==> src/rtl/key_loader.sv <==
// Bit-serial key loader: MSB-first shift over valid/ready, atomic commit to Key one cycle after last accepted bit.
// Backpressure: KeyInReady only in SHIFT/PARITY; optional even-parity check enabled by macro KEY_PARITY_EN.
module key_loader #(
  parameter int KEY_WIDTH = 16
) (
  input  logic                 Clk,
  input  logic                 Rst,
  input  logic                 Start,
  input  logic                 Clear,
  input  logic                 KeyIn,
  input  logic                 KeyInValid,
  output logic                 KeyInReady,
  output logic [KEY_WIDTH-1:0] Key,
  output logic                 KeyLoaded,
  output logic                 Busy,
  output logic                 Error
);

  localparam int CNT_WIDTH = $clog2(KEY_WIDTH);
  localparam logic [CNT_WIDTH-1:0] LAST = CNT_WIDTH'(KEY_WIDTH - 1);

  localparam logic [2:0] S_IDLE   = 3'd0;
  localparam logic [2:0] S_SHIFT  = 3'd1;
  localparam logic [2:0] S_DONE   = 3'd3;
`ifdef KEY_PARITY_EN
  localparam logic [2:0] S_PARITY = 3'd2;
  localparam logic [2:0] S_ERROR  = 3'd4;
`endif

  logic [2:0]           state;
  logic [KEY_WIDTH-1:0] sr;
  logic [CNT_WIDTH-1:0] cnt;
  logic [KEY_WIDTH-1:0] shifted;
  logic                 accept;

  assign accept  = KeyInValid && KeyInReady;
  assign shifted = {sr[KEY_WIDTH-2:0], KeyIn};

`ifndef KEY_PARITY_EN
  assign Error = 1'b0;
`endif

  always_ff @(posedge Clk or posedge Rst) begin
    if (Rst) begin
      state      <= S_IDLE;
      sr         <= '0;
      cnt        <= '0;
      Key        <= '0;
      KeyLoaded  <= 1'b0;
      KeyInReady <= 1'b0;
      Busy       <= 1'b0;
`ifdef KEY_PARITY_EN
      Error      <= 1'b0;
`endif
    end else if (Clear) begin
      // Zeroise drops any partial key so none of it can ever reach Key.
      state      <= S_IDLE;
      sr         <= '0;
      cnt        <= '0;
      Key        <= '0;
      KeyLoaded  <= 1'b0;
      KeyInReady <= 1'b0;
      Busy       <= 1'b0;
`ifdef KEY_PARITY_EN
      Error      <= 1'b0;
`endif
    end else begin
      case (state)
        S_IDLE: begin
          if (Start) begin
            state      <= S_SHIFT;
            sr         <= '0;
            cnt        <= '0;
            KeyInReady <= 1'b1;
            Busy       <= 1'b1;
          end
        end
        S_SHIFT: begin
          if (accept) begin
            sr <= shifted;
            if (cnt == LAST) begin
`ifdef KEY_PARITY_EN
              state      <= S_PARITY;
`else
              state      <= S_DONE;
              Key        <= shifted;
              KeyLoaded  <= 1'b1;
              KeyInReady <= 1'b0;
              Busy       <= 1'b0;
`endif
            end else begin
              cnt <= cnt + 1'b1;
            end
          end
        end
`ifdef KEY_PARITY_EN
        S_PARITY: begin
          if (accept) begin
            KeyInReady <= 1'b0;
            Busy       <= 1'b0;
            if (^{sr, KeyIn} == 1'b0) begin
              state     <= S_DONE;
              Key       <= sr;
              KeyLoaded <= 1'b1;
            end else begin
              state <= S_ERROR;
              Error <= 1'b1;
            end
          end
        end
        S_ERROR: begin
          if (Start) begin
            state      <= S_SHIFT;
            sr         <= '0;
            cnt        <= '0;
            Error      <= 1'b0;
            KeyInReady <= 1'b1;
            Busy       <= 1'b1;
          end
        end
`endif
        // Write-once: DONE holds the key until Clear or reset.
        S_DONE: ;
        default: state <= S_IDLE;
      endcase
    end
  end

endmodule

==> config.mk <==
export PLATFORM = sky130hd
export DESIGN_NAME = key_loader
export DESIGN_NICKNAME = d
export VERILOG_FILES = /design/src/rtl/key_loader.sv
export SDC_FILE = /design/constraint.sdc
export NUM_CORES = 1
export LEC_CHECK = 0
export CAP_MARGIN = 25
export CORE_MARGIN = 1
export CORE_UTILIZATION = 52
export CTS_CLUSTER_SIZE = 30
export DETAILED_ROUTE_END_ITERATION = 12
export PLACE_DENSITY = 0.84
export SYNTH_ARGS = -nofsm -noshare
export SYNTH_HDL_FRONTEND = slang
export SYNTH_SLANG_ARGS = --single-unit
export TNS_END_PERCENT = 10
==> constraint.sdc <==
create_clock -name Clk -period 1.83 [get_ports Clk]
set_input_delay 0.366 -clock Clk [delete_from_list [all_inputs] [get_ports Clk]]
set_output_delay 0.366 -clock Clk [all_outputs]
set_load 0.02 [all_outputs]
Word-level counts from Yosys, hierarchy flattened:

Cells that the tools add are included.

* bits in registers: 40
* input bits: 6
* logic and storage cells: 53

* add/subtract/negate cells: 1
* eq/ne operators: 8
* mux-type cells: 27
* reductions and logical operators: 11

Operator list (count)
* 2-to-1 mux 16 bit: 4
* 2-to-1 mux 15 bit: 3
* case mux 15 bit (2 select lines): 1
* 2-to-1 mux 4 bit: 4
* 2-to-1 mux 3 bit: 4
* != test 3 bit (second input constant): 4
* AND reduction 4 bit: 3
* case mux 3 bit (3 select lines): 1
* 2-to-1 mux 1 bit: 8
* case mux 4 bit (2 select lines): 1
* AND reduction 3 bit: 2
* nonzero test 2 bit: 3
* adder 4 x 1 -> 4 bit (second input constant): 1
* equality test 4 bit (second input constant): 1
* equality test 3 x 1 -> 1 bit (second input constant): 1
* equality test 3 x 2 -> 1 bit (second input constant): 1
* logical NOT 3 bit: 1
* nonzero test 3 bit: 1
* != test 2 bit (second input constant): 1
* case mux 1 bit (2 select lines): 1
* logical AND 1 bit: 1

Logic depth before layout (Yosys ltp):

Gate-level depths: netlist of the first run.

* depth in word-level cells: 5
* mapped depth: 5
* mapped depth without buffers: 4

Least setup slack after synthesis of the first run:

No wires, ideal clock.

* path type: register to register
* from: register cnt[0]
* to: register Key[10]
* library setup time: 0.064 ns
* arrival time: 1.475 ns
* slack: 0.291 ns
* cell stages (with the launch flop): 6
* path buffers: 1
* period minus slack after synthesis: 1.539 ns
* cell sequence: dfrtp_1 ha_1 and3_1 a21oi_2 buf_2 a22o_2

* word-level cells in the longest chain between the ends: 3

RTL lines
* start, declared: line 32 `logic [CNT_WIDTH-1:0] cnt;`
* start signal, assigned: line 92 `cnt <= cnt + 1'b1;`
* equality test 4 bit: line 81 `if (cnt == LAST) begin`
* nonzero test 2 bit (no source line)
* AND reduction 3 bit (no source line)
* end signal, assigned: line 86 `Key <= shifted;`
* end, declared: line 13 `output logic [KEY_WIDTH-1:0] Key,`

Every way passes these cells.
A chain may end at the register's enable or synchronous reset.

Worst setup path after layout of the first run:

* from: register Key[3]
* to: output port Key[3]

No word-level cell between the ends.

==> results of run 1 <==
## worst reg2reg max path, stage by stage (launching register included)
cell and delay [ps]:
dfrtp_1 420, ha_1 270, and3_1 240, a21oi_2 180
buf_12 170, a22o_1 150
## cell type report
class | count | share of cell area
clock inverters | 2 | 0.00593
repair buffers | 33 | 0.160
clock buffers | 6 | 0.0196
flip-flops and latches | 39 | 0.463
inverters | 19 | 0.0338
multi-input cells | 80 | 0.291
well taps | 44 | 0.0261
## repair_timing
item / CTS / global route
resized for setup: 0 / 2
endpoints found under the setup margin: 0 / 2
buffers inserted: 0 / 0
hold endpoints to repair: 0 / 0
## cell families (layout without fill, tap and decap cells)
logic type,count (synthesis),after routing,share of synthesized area
compound gates,32,32,0.161
simple gates,31,31,0.0982
mux,15,15,0.0880
other cells,1,1,0.00220
flops,39,39,0.572
buf+inv,27,60,0.0718
fa+ha+maj,1,1,0.00733
## layer usage
layer | part of all wire | GRT usage | wire (um) | vias up
met1 | 0.45 | 0.261 | 1420 | 587
met4 | 0.029 | 0.126 | 92 | 0
met3 | 0.032 | 0.0437 | 101 | 9
met5 | 0 | 0 | 0 | -
met2 | 0.49 | 0.334 | 1550 | 24
li1 | - | - | - | 567
## flip-flops by register name (all words and copies together), names as in the netlist
signal     cells
Key           16
sr            15
cnt            4
KeyLoaded      1
Busy           1
state          2
## report_power, final
group / switching [mW] / internal, mW / total, mW
sequential: 0.00912 / 0.869 / 0.878
clock: 0.280 / 0.148 / 0.428
combinational: 0.0705 / 0.0551 / 0.126
total: 0.359 / 1.07 / 1.43
## metrics by stage
step | power [mW] | std cells | hold slack, ps
after floorplan | 0.972 | 146 | 471
after global placement | 1.02 | 215 | 467
after detailed placement | 1.02 | 215 | 465
after CTS | 1.44 | 223 | 439
after global routing | 1.49 | 223 | 480
final | 1.43 | 223 | 429
## path summary, 6_finish.rpt
path	startpoint	endpoint	slack, ps	depth (start not counted)
setup / recovery	Key[3]	Key[3]	130	1
hold / removal	Rst	Key[7]	430	3
setup reg to reg	cnt[0]	Key[2]	350	5
hold reg to reg	KeyLoaded	KeyLoaded	490	1
max in group asynchronous	Rst	state[1]	1050	3
min in group Clk	KeyLoaded	KeyLoaded	490	1
## cells in the final DEF, fill, tap and decap left out, types with 3 or more instances in the layout
cell type / synthesis / routed
dfrtp_1: 39 / 39
clkdlybuf4s50_1: 0 / 22
inv_1: 19 / 19
nand2_1: 17 / 17
mux2i_1: 15 / 15
a22o_1: 9 / 9
a22o_2: 8 / 8
buf_4: 2 / 7
clkbuf_4: 0 / 5
nand3_1: 3 / 3
==> metrics, run 1 <==
status=finished clean; layout cells sized above 1=0.168; setup ws final=129 ps; Avg Inst Size Synth=11.7 um^2; final core utilization=0.685; CP bufs+invs=1; Initial Util=0.554; post-route cell area=2110 um^2; biggest area consumer among synthesized cells=dfrtp_1; min Tclk post-route=1700 ps; n_diodes=0; RSZ-0062 raised after global routing=no; most frequent cell after synthesis=dfrtp_1; final hold vios=0; detailed placement HPWL=2.17 mm; Placer Congestion=0.862; footprint of the multi-input gates=614 um^2; worst vdd ir=526 uV; synthesized flop and latch total=39; FF/Latch Area=976 um^2; DRT iter0 DRCs=28; post-route ant nets=0; Area Growth Syn to Fin=23.5%; MaxCap Viol Count=0; ys async rst share=1.00; # IOs=26; # hold bufs at CTS=0; via count=1187; largest net degree at the start of global routing=40; Final period util=0.930; CTS tree=done; global-route wire length before repair=5.34 mm; synthesized net count=153; CTS Root Cell=clkbuf_4; GR Overflow Total=0; critical path launch point type=register; Fillers=245; Setup Crit Path Kind=reg -> out; Commonest cells post-synth=39 x dfrtp_1, 19 x inv_1, 17 x nand2_1, 15 x mux2i_1, 9 x a22o_1; nets=185; Clock transition at path regs=120 ps; Synth Cell Area=1710 um^2; Routed WL=3.16 mm; Die Ht=59.3 um; Total Neg Setup Slack=0 ps; ys flop type=dfrtp_1; hold crit path type=in -> async; Critical Path Fanout Max=2; Distinct cells, synth=33; Yosys warning count=0; worst path required time=1460 ps; share of the synthesized area in the top cell type=0.572; CORE AREA=3080 um^2; pre-CTS setup slack=-5.58 ps; skew final=14.6 ps; Area after DPL=2050 um^2; Cell Chain, Critical Path=clkdlybuf4s50_1; CP Capture Type=output pin; sequential share of the synthesized area=0.572; Area contributors post-synth=dfrtp_1 57%, mux2i_1 8.8%, a22o_2 4.7%; GRT Overall Usage=0.209; PortBufs=24; CTS H-tree lvls=2; Max Freq=588 MHz; vias per inst=5.32; P_leak=1.03 nW; CP top delay family=buffers and inverters; CP arrival=1340 ps; Residual DRC=0; PwrDens=679 nW/um^2; Post-synth EDFFs=0; clk buf depth=2; CTS buffer count=5; Slowest Stage Delay on Critical Path=610 ps; Final setup viols=0; initial antenna violation count=0; Max Slew Vio Count=0; CTS Sinks=39; CP max-delay cell=clkdlybuf4s50_1; Syn Inst Count=146; WL/cell=14.1 um; Die W=59.3 um; vias in the first global route=1192; Row Count=20; Clock Latency Late Sink=340 ps; DIE AREA=3520 um^2; Pre-Repair DR Iteration Count=4
(Power assumes the default switching activity.)
==> run 2, diff against run 1 <==
--- a/config.mk
+++ b/config.mk
@@ -11,6 +11,7 @@
 export CTS_CLUSTER_SIZE = 30
 export DETAILED_ROUTE_END_ITERATION = 12
 export PLACE_DENSITY = 0.84
+export RECOVER_POWER = 50
 export SYNTH_ARGS = -nofsm -noshare
 export SYNTH_HDL_FRONTEND = slang
 export SYNTH_SLANG_ARGS = --single-unit
==> run 2 against run 1 <==
  * Sequential power about the same
  * Sequential share of layout area up 0.58 points
  * Core utilization is 0.85 points lower
  * Register-to-register slack worse by 50 ps
  * Non-clock buffer count is the same
  * Sequential cell count is the same
  * Worst hold slack better by 58 ps
  * Clock skew barely moved
  * Critical path type unchanged
  * Critical endpoint unchanged
  * Largest cell class unchanged
==> metrics, run 2 (same netlist as run 1, synthesis figures left out) <==
min Tclk post-route=1700 ps (+0.132 ps); post-CTS setup buffers=0 (unchanged); total power=1.43 mW (-0.39%); Pre-Repair DR Iteration Count=5 (+1); DRT iter0 DRCs=20 (-29%); most frequent cells in the layout=39 x dfrtp_1, 21 x clkdlybuf4s50_1, 19 x inv_1; Die Ht=59.3 um (unchanged); worst-margin pin slew=957 ps; CP arrival=1340 ps (about the same); status=finished clean; CP Capture Type=output pin; top flop regs=Key: 16 flops, sr: 15 flops, cnt: 4 flops; MaxCap Viol Count=0 (unchanged); Routed WL=3.17 mm (+0.57%); commonest non-fill, non-tap cell in the layout=dfrtp_1; clk buf depth=2 (unchanged); worst path required time=1460 ps (about the same); Max Freq=588 MHz (about the same); Clock transition at path regs=120 ps (about the same); Cell Chain, Critical Path=clkdlybuf4s50_1; P_leak=1.00 nW (-2.7%); CP bufs+invs=1 (unchanged); Die W=59.3 um (unchanged); most flop-heavy register=Key; largest net degree at the start of global routing=40 (unchanged); Residual DRC=0 (unchanged); Placer Congestion=0.862 (unchanged); initial antenna violation count=0 (unchanged); CTS H-tree lvls=2 (unchanged); via count=1194 (+0.59%); nets=185 (unchanged); PortBufs=24 (unchanged); n_diodes=0 (unchanged); detailed placement HPWL=2.17 mm (unchanged); CP max-delay cell=clkdlybuf4s50_1; CTS Root Cell=clkbuf_4; Initial Util=0.554 (unchanged); Row Count=20 (unchanged); hold crit path type=reg -> reg; Area Growth Syn to Fin=22.0%; CTS Sinks=39 (unchanged); global-route wire length before repair=5.34 mm (unchanged); # IOs=26 (unchanged); WL/cell=14.2 um (+0.57%); DIE AREA=3520 um^2 (unchanged); max reg flops=16 (unchanged); layout cells sized above 1=0.162 (-0.00559); Clock Latency Late Sink=340 ps (about the same); final hold vios=0 (unchanged); PwrDens=685 nW/um^2 (+0.86%); Final period util=0.930 (about the same); GR Overflow Total=0 (unchanged); post-route ant nets=0 (unchanged); RSZ-0062 raised after global routing=no; CTS buffer count=5 (unchanged); Slowest Stage Delay on Critical Path=610 ps (about the same); vias in the first global route=1192 (unchanged); Critical Path Fanout Max=2 (unchanged); Final setup viols=0 (unchanged); worst vdd ir=525 uV (about the same); final core utilization=0.676 (-0.00854); relative slew slack=0.362; CP top delay family=buffers and inverters; critical path launch point type=register; Setup Crit Path Kind=reg -> out; CTS tree=done; vias per inst=5.35 (+0.59%); Max Slew Vio Count=0 (unchanged); CORE AREA=3080 um^2 (unchanged); skew final=15.1 ps (+0.482 ps); GRT Overall Usage=0.209 (unchanged)
run 2: cell count changes in the layout (fill, tap and decap cells not counted), sizes merged:
cell	previous run	this run
buf	9	8
clkbuf	6	9
clkdlybuf4s50	22	21
dlygate4sd3	0	1
dlymetal6s2s	2	0
run 2: area by class of cell:
type	count	area (um^2)
Timing Repair Buffer	33	318
Multi-Input combinational cell	80	608
Fill cell	247	996
Sequential cell	39	976
Tap cell	44	55.1
Clock buffer	6	41.3
Inverter	19	71.3
Clock inverter	2	12.5
run 2: stage by stage:
| step | TNS (ps) | std cells | hold WS (ps) | area [um^2] | worst slack (ps) |
|---|---|---|---|---|---|
| after floorplan | 0 | 146 | 471 | 1710 | 291 |
| after CTS | 0 | 223 | 439 | 2100 | 37.7 |
| after global routing | 0 | 223 | 506 | 2080 | 81.6 |
| final | 0 | 223 | 488 | 2080 | 128 |
| after global placement | 0 | 215 | 467 | 2050 | 41.0 |
| after detailed placement | -11.8 | 215 | 465 | 2050 | -5.58 |
run 2: where the power goes:
| group | switching [mW] | internal [mW] |
|---|---|---|
| Sequential | 0.00930 | 0.869 |
| Clock | 0.279 | 0.148 |
| Combinational | 0.0702 | 0.0497 |
| Total | 0.359 | 1.07 |
run 2: final timing paths:
kind / start / endpoint / slack, ps / cells after the start
max: Key[3] / Key[3] / 130 / 1
min: KeyLoaded / KeyLoaded / 490 / 1
max reg2reg: state[0] / sr[3] / 300 / 4
min reg2reg: KeyLoaded / KeyLoaded / 490 / 1
max in group asynchronous: Rst / state[1] / 490 / 3
min in group asynchronous: Rst / Key[7] / 750 / 3
run 2: metal layers:
metal / vias to the layer above / share of wire / GRT usage
met5: - / 0 / 0
met4: 0 / 0.029 / 0.126
met3: 9 / 0.036 / 0.0437
met2: 31 / 0.48 / 0.334
met1: 586 / 0.45 / 0.261
li1: 568 / - / -
run 2: repair_timing:
action	4_1_cts	5_1_grt
endpoints found under the hold margin	0	0
gates resized for setup	0	2
setup endpoints to repair	0	2
hold buffers	0	0
==> run 3, diff against run 2 <==
--- a/config.mk
+++ b/config.mk
@@ -5,7 +5,6 @@
 export SDC_FILE = /design/constraint.sdc
 export NUM_CORES = 1
 export LEC_CHECK = 0
-export CAP_MARGIN = 25
 export CORE_MARGIN = 1
 export CORE_UTILIZATION = 52
 export CTS_CLUSTER_SIZE = 30
==> results of run 3 <==
Same layout as run 2: the final DEF is identical, and so are final timing and power.
